File: src/rtl/spi_master_tx.sv
// spi_master_tx: mode-0, MSB-first SPI transmitter that sends one DATA_W-bit
// word per ssn-low window. The frame is built from CLK_DIV-cycle half periods:
// one setup half, DATA_W high/low pairs, then a 2*CLK_DIV idle gap with ssn
// high so the downstream receiver can finish its post-frame work.
module spi_master_tx #(
    parameter int CLK_DIV = 5,
    parameter int DATA_W  = 16
) (
    input  logic              clk,
    input  logic              reset,
    input  logic              start,
    input  logic [DATA_W-1:0] tx_data,
    output logic              busy,
    output logic              done,
    output logic              ssn,
    output logic              sclk,
    output logic              mosi
);

    if (CLK_DIV < 3) begin : g_bad_clk_div
        $error("spi_master_tx: CLK_DIV must be at least 3");
    end
    if (DATA_W < 2) begin : g_bad_data_w
        $error("spi_master_tx: DATA_W must be at least 2");
    end

    localparam int DIV_W = (CLK_DIV > 1) ? $clog2(CLK_DIV) : 1;
    localparam int BIT_W = (DATA_W > 1) ? $clog2(DATA_W) : 1;
    localparam logic [DIV_W-1:0] DIV_LAST = DIV_W'(CLK_DIV - 1);
    localparam logic [BIT_W-1:0] BIT_LAST = BIT_W'(DATA_W - 1);

    typedef enum logic [2:0] {
        ST_IDLE     = 3'd0,
        ST_SETUP    = 3'd1,
        ST_SHIFT_HI = 3'd2,
        ST_SHIFT_LO = 3'd3,
        ST_GAP      = 3'd4
    } state_t;

    state_t state_q, state_d;

    logic [DIV_W-1:0]  div_cnt_q, div_cnt_d;
    logic [BIT_W-1:0]  bit_cnt_q, bit_cnt_d;
    logic [DATA_W-1:0] shreg_q, shreg_d;
    logic              last_q, last_d;          // final bit is in its hold phase
    logic              gap_second_q, gap_second_d; // second half of the gap
    logic              busy_q, busy_d;
    logic              done_q, done_d;
    logic              ssn_q, ssn_d;
    logic              sclk_q, sclk_d;
    logic              mosi_q, mosi_d;
    logic              div_end_s;

    assign div_end_s = (div_cnt_q == DIV_LAST);

    assign busy = busy_q;
    assign done = done_q;
    assign ssn  = ssn_q;
    assign sclk = sclk_q;
    assign mosi = mosi_q;

    // State register; reset aborts any frame in flight.
    always_ff @(posedge clk or posedge reset) begin
        if (reset) begin
            state_q <= ST_IDLE;
        end else begin
            state_q <= state_d;
        end
    end

    // Next-state decode: every non-idle state advances on half-period expiry.
    always_comb begin
        state_d = state_q;
        case (state_q)
            ST_IDLE: begin
                if (start) state_d = ST_SETUP;
                else       state_d = ST_IDLE;
            end
            ST_SETUP: begin
                if (div_end_s) state_d = ST_SHIFT_HI;
                else           state_d = ST_SETUP;
            end
            ST_SHIFT_HI: begin
                if (div_end_s) state_d = ST_SHIFT_LO;
                else           state_d = ST_SHIFT_HI;
            end
            ST_SHIFT_LO: begin
                if (div_end_s) begin
                    if (last_q) state_d = ST_GAP;
                    else        state_d = ST_SHIFT_HI;
                end else begin
                    state_d = ST_SHIFT_LO;
                end
            end
            ST_GAP: begin
                if (div_end_s && gap_second_q) state_d = ST_IDLE;
                else                           state_d = ST_GAP;
            end
            default: state_d = ST_IDLE;
        endcase
    end

    // Output and datapath next values; all pins change only at state boundaries.
    always_comb begin
        div_cnt_d    = div_cnt_q;
        bit_cnt_d    = bit_cnt_q;
        shreg_d      = shreg_q;
        last_d       = last_q;
        gap_second_d = gap_second_q;
        busy_d       = busy_q;
        done_d       = 1'b0;
        ssn_d        = ssn_q;
        sclk_d       = sclk_q;
        mosi_d       = mosi_q;

        if (state_q == ST_IDLE) begin
            div_cnt_d = {DIV_W{1'b0}};
        end else if (div_end_s) begin
            div_cnt_d = {DIV_W{1'b0}};
        end else begin
            div_cnt_d = div_cnt_q + DIV_W'(1);
        end

        case (state_q)
            ST_IDLE: begin
                if (start) begin
                    shreg_d      = tx_data;
                    bit_cnt_d    = {BIT_W{1'b0}};
                    last_d       = 1'b0;
                    gap_second_d = 1'b0;
                    ssn_d        = 1'b0;
                    mosi_d       = tx_data[DATA_W-1];
                    busy_d       = 1'b1;
                end else begin
                    busy_d = 1'b0;
                end
            end
            ST_SETUP: begin
                if (div_end_s) sclk_d = 1'b1;
                else           sclk_d = 1'b0;
            end
            ST_SHIFT_HI: begin
                if (div_end_s) begin
                    sclk_d = 1'b0;
                    if (bit_cnt_q < BIT_LAST) begin
                        // Rotating keeps every register bit in use; bits that
                        // wrap to the bottom are never presented on mosi.
                        shreg_d   = {shreg_q[DATA_W-2:0], shreg_q[DATA_W-1]};
                        mosi_d    = shreg_q[DATA_W-2];
                        bit_cnt_d = bit_cnt_q + BIT_W'(1);
                    end else begin
                        last_d = 1'b1;
                    end
                end else begin
                    sclk_d = 1'b1;
                end
            end
            ST_SHIFT_LO: begin
                if (div_end_s) begin
                    if (last_q) begin
                        ssn_d        = 1'b1;
                        mosi_d       = 1'b0;
                        gap_second_d = 1'b0;
                    end else begin
                        sclk_d = 1'b1;
                    end
                end else begin
                    sclk_d = 1'b0;
                end
            end
            ST_GAP: begin
                if (div_end_s) begin
                    if (gap_second_q) begin
                        busy_d       = 1'b0;
                        done_d       = 1'b1;
                        last_d       = 1'b0;
                        gap_second_d = 1'b0;
                        bit_cnt_d    = {BIT_W{1'b0}};
                    end else begin
                        gap_second_d = 1'b1;
                    end
                end else begin
                    gap_second_d = gap_second_q;
                end
            end
            default: begin
                ssn_d  = 1'b1;
                sclk_d = 1'b0;
                mosi_d = 1'b0;
                busy_d = 1'b0;
            end
        endcase
    end

    // Datapath and output registers; reset returns pins to the idle bus state.
    always_ff @(posedge clk or posedge reset) begin
        if (reset) begin
            div_cnt_q    <= {DIV_W{1'b0}};
            bit_cnt_q    <= {BIT_W{1'b0}};
            shreg_q      <= {DATA_W{1'b0}};
            last_q       <= 1'b0;
            gap_second_q <= 1'b0;
            busy_q       <= 1'b0;
            done_q       <= 1'b0;
            ssn_q        <= 1'b1;
            sclk_q       <= 1'b0;
            mosi_q       <= 1'b0;
        end else begin
            div_cnt_q    <= div_cnt_d;
            bit_cnt_q    <= bit_cnt_d;
            shreg_q      <= shreg_d;
            last_q       <= last_d;
            gap_second_q <= gap_second_d;
            busy_q       <= busy_d;
            done_q       <= done_d;
            ssn_q        <= ssn_d;
            sclk_q       <= sclk_d;
            mosi_q       <= mosi_d;
        end
    end

endmodule

File: config.mk
export PLATFORM = sky130hd
export DESIGN_NAME = spi_master_tx
export DESIGN_NICKNAME = d
export VERILOG_FILES = /design/src/rtl/spi_master_tx.sv
export SDC_FILE = /design/constraint.sdc
export NUM_CORES = 1
export LEC_CHECK = 0
export BUFFER_PORTS_ARGS = -buffer_cell sky130_fd_sc_hd__buf_4
export CORE_MARGIN = 2
export CORE_UTILIZATION = 52
export DETAILED_ROUTE_END_ITERATION = 8
export PLACE_DENSITY_LB_ADDON = 0.12
export SETUP_SLACK_MARGIN = 0.5
export SYNTH_ARGS = -nofsm -noshare
export SYNTH_HDL_FRONTEND = slang
export SYNTH_SLANG_ARGS = --single-unit
File: constraint.sdc
create_clock -name clk -period 2.7 [get_ports clk]
set_clock_uncertainty 0.15 [all_clocks]
set_input_delay 0.54 -clock clk [delete_from_list [all_inputs] [get_ports clk]]
set_output_delay 0.54 -clock clk [all_outputs]
set_load 0.01 [all_outputs]
# Word level (Yosys, flattened, before mapping)
# Cells that the tools add are included.
[totals]
regBits = 33
mem_bits_rw = 0
latchBits = 0
memories = 0
word_cells = 96
romBits = 0
inputBits = 19
[op_classes]
n_reduce_logical = 17
eq_ne = 14
n_div = 0
n_shift = 0
magnitude_cmp = 1
bitwise = 4
add_sub_neg = 2
multipliers = 0
n_mux = 47
[ops]
columns = ["cell", "n"]
rows = [
  ["$mux W16", 3],
  ["$pmux W16 S2", 1],
  ["$mux W1", 24],
  ["$mux W4", 5],
  ["$reduce_and A6 Y1", 3],
  ["$ne A2 B2 Y1 const B", 8],
  ["$mux W3", 5],
  ["$pmux W3 S5", 1],
  ["$pmux W1 S3", 4],
  ["$pmux W4 S3", 1],
  ["$pmux W1 S4", 2],
  ["$reduce_and A4 Y1", 2],
  ["$eq A3 B2 Y1 const B", 2],
  ["$eq A3 B3 Y1 const B", 2],
  ["$reduce_bool A3 Y1", 2],
  ["$reduce_or A3 Y1", 2],
  ["$reduce_and A5 Y1", 1],
  ["$add A4 B1 Y4 const B", 1],
  ["$lt A4 B4 Y1 const B", 1],
  ["$not A1 Y1", 4],
  ["$reduce_or A2 Y1", 2],
  ["$add A3 B1 Y3 const B", 1],
  ["$eq A3 B1 Y1 const B", 1],
  ["$logic_not A3 Y1", 1],
  ["6 further kinds", 6],
]

# Longest topological paths before layout
# Gate-level depths: netlist (run 1).
[logic_depth]
ltp_word = 4
depth_mapped = 8
depth_no_buf = 6

# Least setup slack after synthesis (run 1)
# OpenSTA, ideal clock, no wires.
[synth_timing]
path_kind = "reg2reg"
start = "reg bit_cnt_q[0]"
end = "reg shreg_q[4]"
synth_period_minus_slack_ns = 1.804
path_buffers = 1
setup_ns = 0.088
stages_incl_launch_ff = 7
required_ns = 2.462
path_slack_ns = 0.896
arrival_ns = 1.566
path_cell_list = "dfrtp_1 ha_1 and3_1 o21ai_1 clkbuf_1 a21oi_1 a41oi_1"
[synth_via]
elab_chain_cells = 3
[synth_lines]
columns = ["element", "line_no", "source"]
rows = [
  ["from (decl)", "43", "logic [BIT_W-1:0] bit_cnt_q, bit_cnt_d;"],
  ["from (signal assigned)", "199", "bit_cnt_q <= {BIT_W{1'b0}};"],
  ["from (signal assigned)", "210", "bit_cnt_q <= bit_cnt_d;"],
  ["$lt A4 B4 Y1", "145", "if (bit_cnt_q < BIT_LAST) begin"],
  ["$ne A2 B2 Y1 (no line)", "-", ""],
  ["$reduce_and A4 Y1 (no line)", "-", ""],
  ["to (signal assigned)", "200", "shreg_q <= {DATA_W{1'b0}};"],
  ["to (signal assigned)", "211", "shreg_q <= shreg_d;"],
  ["to (decl)", "44", "logic [DATA_W-1:0] shreg_q, shreg_d;"],
]
# Every way passes these cells.
# A chain may end at the register's enable or synchronous reset.

# Worst setup path in the final report (run 1)
[layout_timing]
start = "reg state_q[1]"
end = "reg bit_cnt_q[3]"
[layout_via]
elab_chain_cells = 3
elab_cells_between_ends = 11
classes_between = "eq/ne (7); mux (1); reduce/logical (3)"
[layout_lines]
columns = ["element", "line_no", "source"]
rows = [
  ["from (decl)", "40", "state_t state_q, state_d;"],
  ["from (signal assigned)", "67", "state_q <= state_d;"],
  ["$eq A3 B3 Y1, or another cell as far along", "124", "case (state_q)"],
  ["$ne A2 B2 Y1 (no line) or $reduce_bool A3 Y1 (tied branches)", "-", ""],
  ["$reduce_and A6 Y1 (no line)", "-", ""],
]
# Several ways; a longest one is shown, not always the timed one.

==> results of run 1 <==
==> logic make-up (layout without fill, tap and decap cells) <==
family / count (synthesis) / in the layout / share of synthesized area
AND/OR/NAND/NOR: 70 / 70 / 0.1962
AO/OA/AOI/OAI: 61 / 61 / 0.2268
flip-flops: 33 / 33 / 0.4715
buffers and inverters: 25 / 42 / 0.06633
adder cells (fa/ha/maj): 3 / 3 / 0.02140
multiplexers: 3 / 3 / 0.01783
==> cells in the mapped netlist <==
cell / number
o211ai_1: 1
dfstp_2: 1
or3b_2: 1
buf_6: 2
nor3b_1: 1
a211oi_1: 1
nor3_4: 1
o211a_1: 1
o22ai_1: 4
mux2_2: 1
a21o_1: 4
buf_1: 1
a22o_1: 1
and2_1: 1
mux2i_1: 2
a211o_1: 1
o21ai_1: 1
nor4_1: 1
clkbuf_1: 9
nand2b_1: 3
nor2_4: 1
o21ai_0: 5
or2_2: 1
a41oi_1: 15
nor3_1: 2
nor2_2: 1
nand2_1: 34
ha_1: 3
nand4_1: 2
nor2_1: 9
nand3_1: 6
nor2b_1: 1
a21oi_1: 24
inv_1: 7
buf_2: 6
and4_1: 1
dfrtp_1: 32
and3_1: 3
or3b_1: 1
a31oi_1: 3
==> power groups by stage <==
stage / Combinational [mW] / Clock [mW] / Sequential, mW
2_1_floorplan: 0.00860 / 0 / 0.504
3_3_place_gp: 0.0326 / 0 / 0.504
3_5_place_dp: 0.0333 / 0 / 0.504
4_1_cts: 0.0334 / 0.299 / 0.494
5_1_grt: 0.0364 / 0.323 / 0.494
6_report: 0.0321 / 0.285 / 0.494
==> metal layers <==
metal  vias to the layer above  part of all wire  wire length [µm]  GRT usage
li1                        731                 -                 -          -
met1                       688              0.45              1592     0.2668
met2                        26              0.49              1730     0.3571
met3                         7             0.038               135    0.06625
met4                         0             0.020                70    0.09726
met5                         -                 0                 0          0
==> flip-flops by register name, summed over array words and instances, names as in the netlist <==
| name | flops |
|---|---|
| shreg_q | 16 |
| bit_cnt_q | 4 |
| div_cnt_q | 3 |
| state_q | 3 |
| busy | 1 |
| done | 1 |
| gap_second_q | 1 |
| last_q | 1 |
| mosi | 1 |
| sclk | 1 |
| ssn | 1 |
==> cell type report <==
cell class | count | area share
Multi-Input combinational cell | 137 | 0.4099
Tap cell | 46 | 0.02897
Clock buffer | 8 | 0.02960
Sequential cell | 33 | 0.4162
Inverter | 7 | 0.01322
Timing Repair Buffer | 27 | 0.1020
==> worst register-to-register path: stages, from the launching register on <==
cell and delay (ns):
dfrtp_1 0.67, or3b_1 0.46, nor3_4 0.20, nor2_2 0.08
a211o_1 0.29
==> stage by stage <==
stage / util / setup slack (ns) / instance area, µm²
detailed placement: 0.5870 / 0.7441 / 1928
global placement: 0.5870 / 0.7824 / 1928
CTS: 0.6050 / 0.7384 / 1987
floorplan: - / 0.8956 / 1754
global route: 0.6050 / 0.5365 / 1987
finish: 0.6050 / 0.7240 / 1987
==> path summary, 6_finish.rpt <==
check                                     to  slack [ns]  cells after the start
worst max register to register  bit_cnt_q[3]        0.72                      4
worst min register to register          mosi        0.35                      1
max in group asynchronous                ssn        1.93                      3
worst min-delay path              shreg_q[7]        0.14                      3
min in group clk                  shreg_q[7]        0.34                      3
worst max-delay path            bit_cnt_q[3]        0.72                      4
==> run metrics, run 1 <==
status completed; Seq pwr share 0.609; gr ovfl total 0; clk sinks 33; ant diodes 0; gr usage total 0.2190; Netlist cell types 40; Startpoint Class flip-flop; YS warnings 0; # DRC 0; FF+latch count, synth 33; final slew viol count 0; Final nets 233; RSZ-0062 raised after global routing false; fin cells 258; setup TNS 0 ns; HPWL Detailed 2429 µm; largest net degree at the start of global routing 36; Min Hold Slack 0.1364 ns; WS Path Type reg -> reg; crit path time final 1.976 ns; internal power 640.3 µW; Die H 62.08 µm; fill cell count 291; Slew HR 0.6306; Post-Syn Area per Cell 8.996 µm²; row cnt 21; Final setup viols 0; clock edge transition at the registers on the reported setup and hold paths 0.10 ns; Routed wire per std cell 13.68 µm; commonest non-fill, non-tap cell in the layout nand2_1; Switching Share 0.2104; first-pass GRT wire length 6092 µm; Worst path slowest cell dfrtp_1; hold buffer count at CTS 0; CTS buffer count 5; Post-CTS Setup Bufs 0; Yosys top cell area share 0.4565; initial antenna violation count 0; DR iter-0 viols 109; Multi-input gate area 814.5 µm²; synth top area cells dfrtp_1 46%, a41oi_1 7.5%, nand2_1 7.3%, a21oi_1 6.8%, ha_1 2.1%; Hold Crit Class in -> async; post-route antenna net violation count 0; RD Place Congestion 0.8521; final hold viol count 0; initial core utilization 0.5341; Comb pwr share 0.040; Tightest Pin Transition 0.5540 ns; vias in the first global route 1375; Clock power frac 0.351; Core Area 3284 µm²; Leakage 0.9859 nW; clk root buf clkbuf_4; die width 62.08 µm; # H-tree levels 2; sequential share of the synthesized area 0.4715; crit-path max FO 19; CTS resizes 0; CP Cell Sequence or3b_1, nor3_4, nor2_2, a211o_1; P per Cell Area 408.1 nW/µm²; Net Count, Synth 217; Final period util 0.7318; WL final 3529 µm; worst r2r src state_q[1]; synthesized instance count 195; total power 810.9 µW; Worst path top cell family by delay simple AND/OR/NAND/NOR gates; most frequent cells in the layout 34 x nand2_1, 32 x dfrtp_1, 27 x buf_4; CP Capture Type flip-flop; share of layout cells above drive strength 1 0.1934; IO Port Bufs 23; vias per cell 5.628; Die Area 3854 µm²; Worst EP required 2.77 ns; Reg area 827.0 µm²; clock buffer depth 2; clk_lat worst skew 0.34 ns; Synth Cell Area 1754 µm²; Buf/Inv on CP 0; Peak VDD IR 0.2795 mV; placed cell count 250; max cap viols 0; clock tree from TritonCTS yes; slowest stage delay, CP 0.67 ns; number of I/O pins 24; fmax 506.1 MHz; post-synth top area cell dfrtp_1; synthesis-to-layout area growth 13.27%; DRT Pass-1 Iters 4; DR vias 1452; crit path from state_q[1]; Worst EP arrival 2.05 ns; switching power 170.6 µW
(Power assumes the default switching activity.)
==> run 2: changes to the inputs <==
- CORE_UTILIZATION: 52 -> 51
- clock period: 2.7 -> 1.7 ns (I/O delays scaled with it)
==> run 2 against run 1 <==
  * The run now ends with hold timing, setup timing left
  * Sequential share of layout area decreased by 12 points
  * Core utilization increased by 23 points
  * Maximum frequency increased by 12%
  * Setup slack got worse by 0.79 ns
  * Die area increased by 1.8%
  * Sequential power increased by 59%
  * Cell count increased by 17%
  * Critical path depth increased by 4
  * Count of clock-buffer cells in the layout decreased by 1
  * Non-clock buffer count increased by 44
  * Via count increased by 31%
  * Largest cell class is now multi-input combinational cells
  * Highest routed layer unchanged
==> run metrics, run 2 (synthesis results as in run 1) <==
Die Area 3924 µm² (+1.8%); RSZ-0062 raised after global routing true; largest net degree at the start of global routing 34 (-5.6%); most frequent cells in the layout 48 x buf_4, 33 x nand2_1, 31 x dfrtp_1; number of I/O pins 24 (unchanged); DR iter-0 viols 150 (+38%); total power 1.369 mW (+69%); worst reg2reg path depth 8 (+4); CTS buffer count 5 (unchanged); fill cell count 181 (-38%); gr ovfl total 0 (unchanged); HPWL Detailed 2695 µm (+11%); Seq pwr share 0.573 (-0.036); switching power 317.1 µW (+86%); Reg area 828.3 µm² (+0.15%); IO Port Bufs 23 (unchanged); Buf/Inv on CP 4 (+4); Final setup viols 19 (+19); final hold viol count 32 (+32); CP Depth 8 (+4); CP Cell Sequence inv_2, ha_4, nand3_4, o21ai_4, buf_6, buf_12, buf_16, a41oi_2; status complete, but fails checks; CP Capture Type flip-flop; post-route antenna net violation count 0 (unchanged); Regs by FF count shreg_q x16, bit_cnt_q x4; Routed wire per std cell 20.59 µm (+51%); initial antenna violation count 0 (unchanged); Hold Crit Class in -> async; clock buffer depth 2 (unchanged); row cnt 21 (unchanged); vias per cell 6.288 (+12%); Worst path top cell family by delay buffers and inverters; clk root buf clkbuf_4; share of layout cells above drive strength 1 0.5156 (+0.3222); initial core utilization 0.5299 (-0.004239); Reg with most FFs shreg_q; crit-path max FO 8 (-11); first-pass GRT wire length 8990 µm (+48%); violated checks hold timing, setup timing; fmax 565.1 MHz (+12%); final slew viol count 0 (unchanged); Clock power frac 0.387 (+0.036); Min Hold Slack -0.07240 ns (-0.2088 ns); Slew HR 0.5204 (-0.1103); Worst EP arrival 1.82 ns (-0.23 ns); Worst path slowest cell dfrtp_1; commonest non-fill, non-tap cell in the layout buf_4; Switching Share 0.2316 (+0.02119); synthesis-to-layout area growth 57.77%; vias in the first global route 1837 (+34%); clk sinks 33 (unchanged); Comb pwr share 0.040 (about the same); RD Place Congestion 0.7921 (-7.0%); final setup margin -0.06947 ns (-0.7935 ns); gr usage total 0.2950 (+0.07600); max reg flops 16 (unchanged); Leakage 1.304 nW (+32%); clock tree from TritonCTS yes; internal power 1.052 mW (+64%); pre-CTS WS -0.07463 ns (-0.8187 ns); # DRC 0 (unchanged); WL final 6218 µm (+76%); ant diodes 0 (unchanged); # H-tree levels 2 (unchanged); Peak VDD IR 0.4764 mV (+70%); Tightest Pin Transition 0.7179 ns (+0.1639 ns); DRT Pass-1 Iters 5 (+1); Worst EP required 1.75 ns (-1.02 ns); clock edge transition at the registers on the reported setup and hold paths 0.11 ns (about the same); clk_lat worst skew 0.36 ns (+0.02 ns); crit path time final 1.769 ns (-0.2065 ns); Core Area 3311 µm² (+0.80%); Multi-input gate area 1087 µm² (+33%); max cap viols 0 (unchanged); WS Path Type reg -> reg; slowest stage delay, CP 0.41 ns (-0.26 ns); DR vias 1899 (+31%); P per Cell Area 494.7 nW/µm² (+21%); Final period util 1.041 (+0.3090); Startpoint Class flip-flop; die width 62.65 µm (+0.91%); Die H 62.65 µm (+0.91%); Final nets 277 (+19%)
==> run 2: timing repair <==
item	4_1_cts	5_1_grt
gates cloned	3	0
setup endpoints to repair	38	38
pin swaps	21	15
endpoints found under the hold margin	32	32
buffers inserted	16	10
resized for setup	48	24
==> run 2: layout make-up <==
class	count	area share
tap	46	0.02080
inverter	7	0.01085
timing repair buffer	71	0.2509
clock inverter	1	0.001808
sequential	33	0.2993
multi-input combinational	137	0.3929
clock buffer	7	0.02351
==> run 2: worst paths after layout <==
check                               end  slack [ns]    startpoint
max                          shreg_q[6]       -0.07  div_cnt_q[1]
min                         shreg_q[12]       -0.07         reset
max reg2reg                  shreg_q[6]       -0.07  div_cnt_q[1]
min reg2reg                 shreg_q[15]        0.36   shreg_q[15]
max in group asynchronous  div_cnt_q[2]        1.02         reset
min in group clk             shreg_q[4]        0.14    tx_data[4]
==> run 2: power groups by stage <==
stage	registers, mW	logic (mW)	clock network (mW)
final	0.785	0.0547	0.530
after global routing	0.785	0.0600	0.575
after CTS	0.785	0.0526	0.516
after detailed placement	0.800	0.0524	0
after global placement	0.800	0.0510	0
after floorplan	0.800	0.0144	0
==> run 2: metrics by stage <==
stage	utilization	cell area, µm²	TNS (ns)	cells	hold slack [ns]
3_5_place_dp	0.6368	2108	-0.3154	265	0.3178
3_3_place_gp	0.6368	2108	0	265	0.3202
6_report	0.8360	2768	-0.6611	302	-0.07240
5_1_grt	0.8360	2768	-1.770	302	-0.02288
2_1_floorplan	-	1838	-0.1147	195	0.1242
4_1_cts	0.7800	2582	-0.01017	292	-0.04487
==> run 2: metal layers <==
metal / vias up / global-route usage / part of all wire
li1: 829 / - / -
met2: 103 / 0.4812 / 0.50
met4: 0 / 0.1028 / 0.048
met5: - / 0 / 0
met1: 937 / 0.3756 / 0.39
met3: 30 / 0.08468 / 0.057
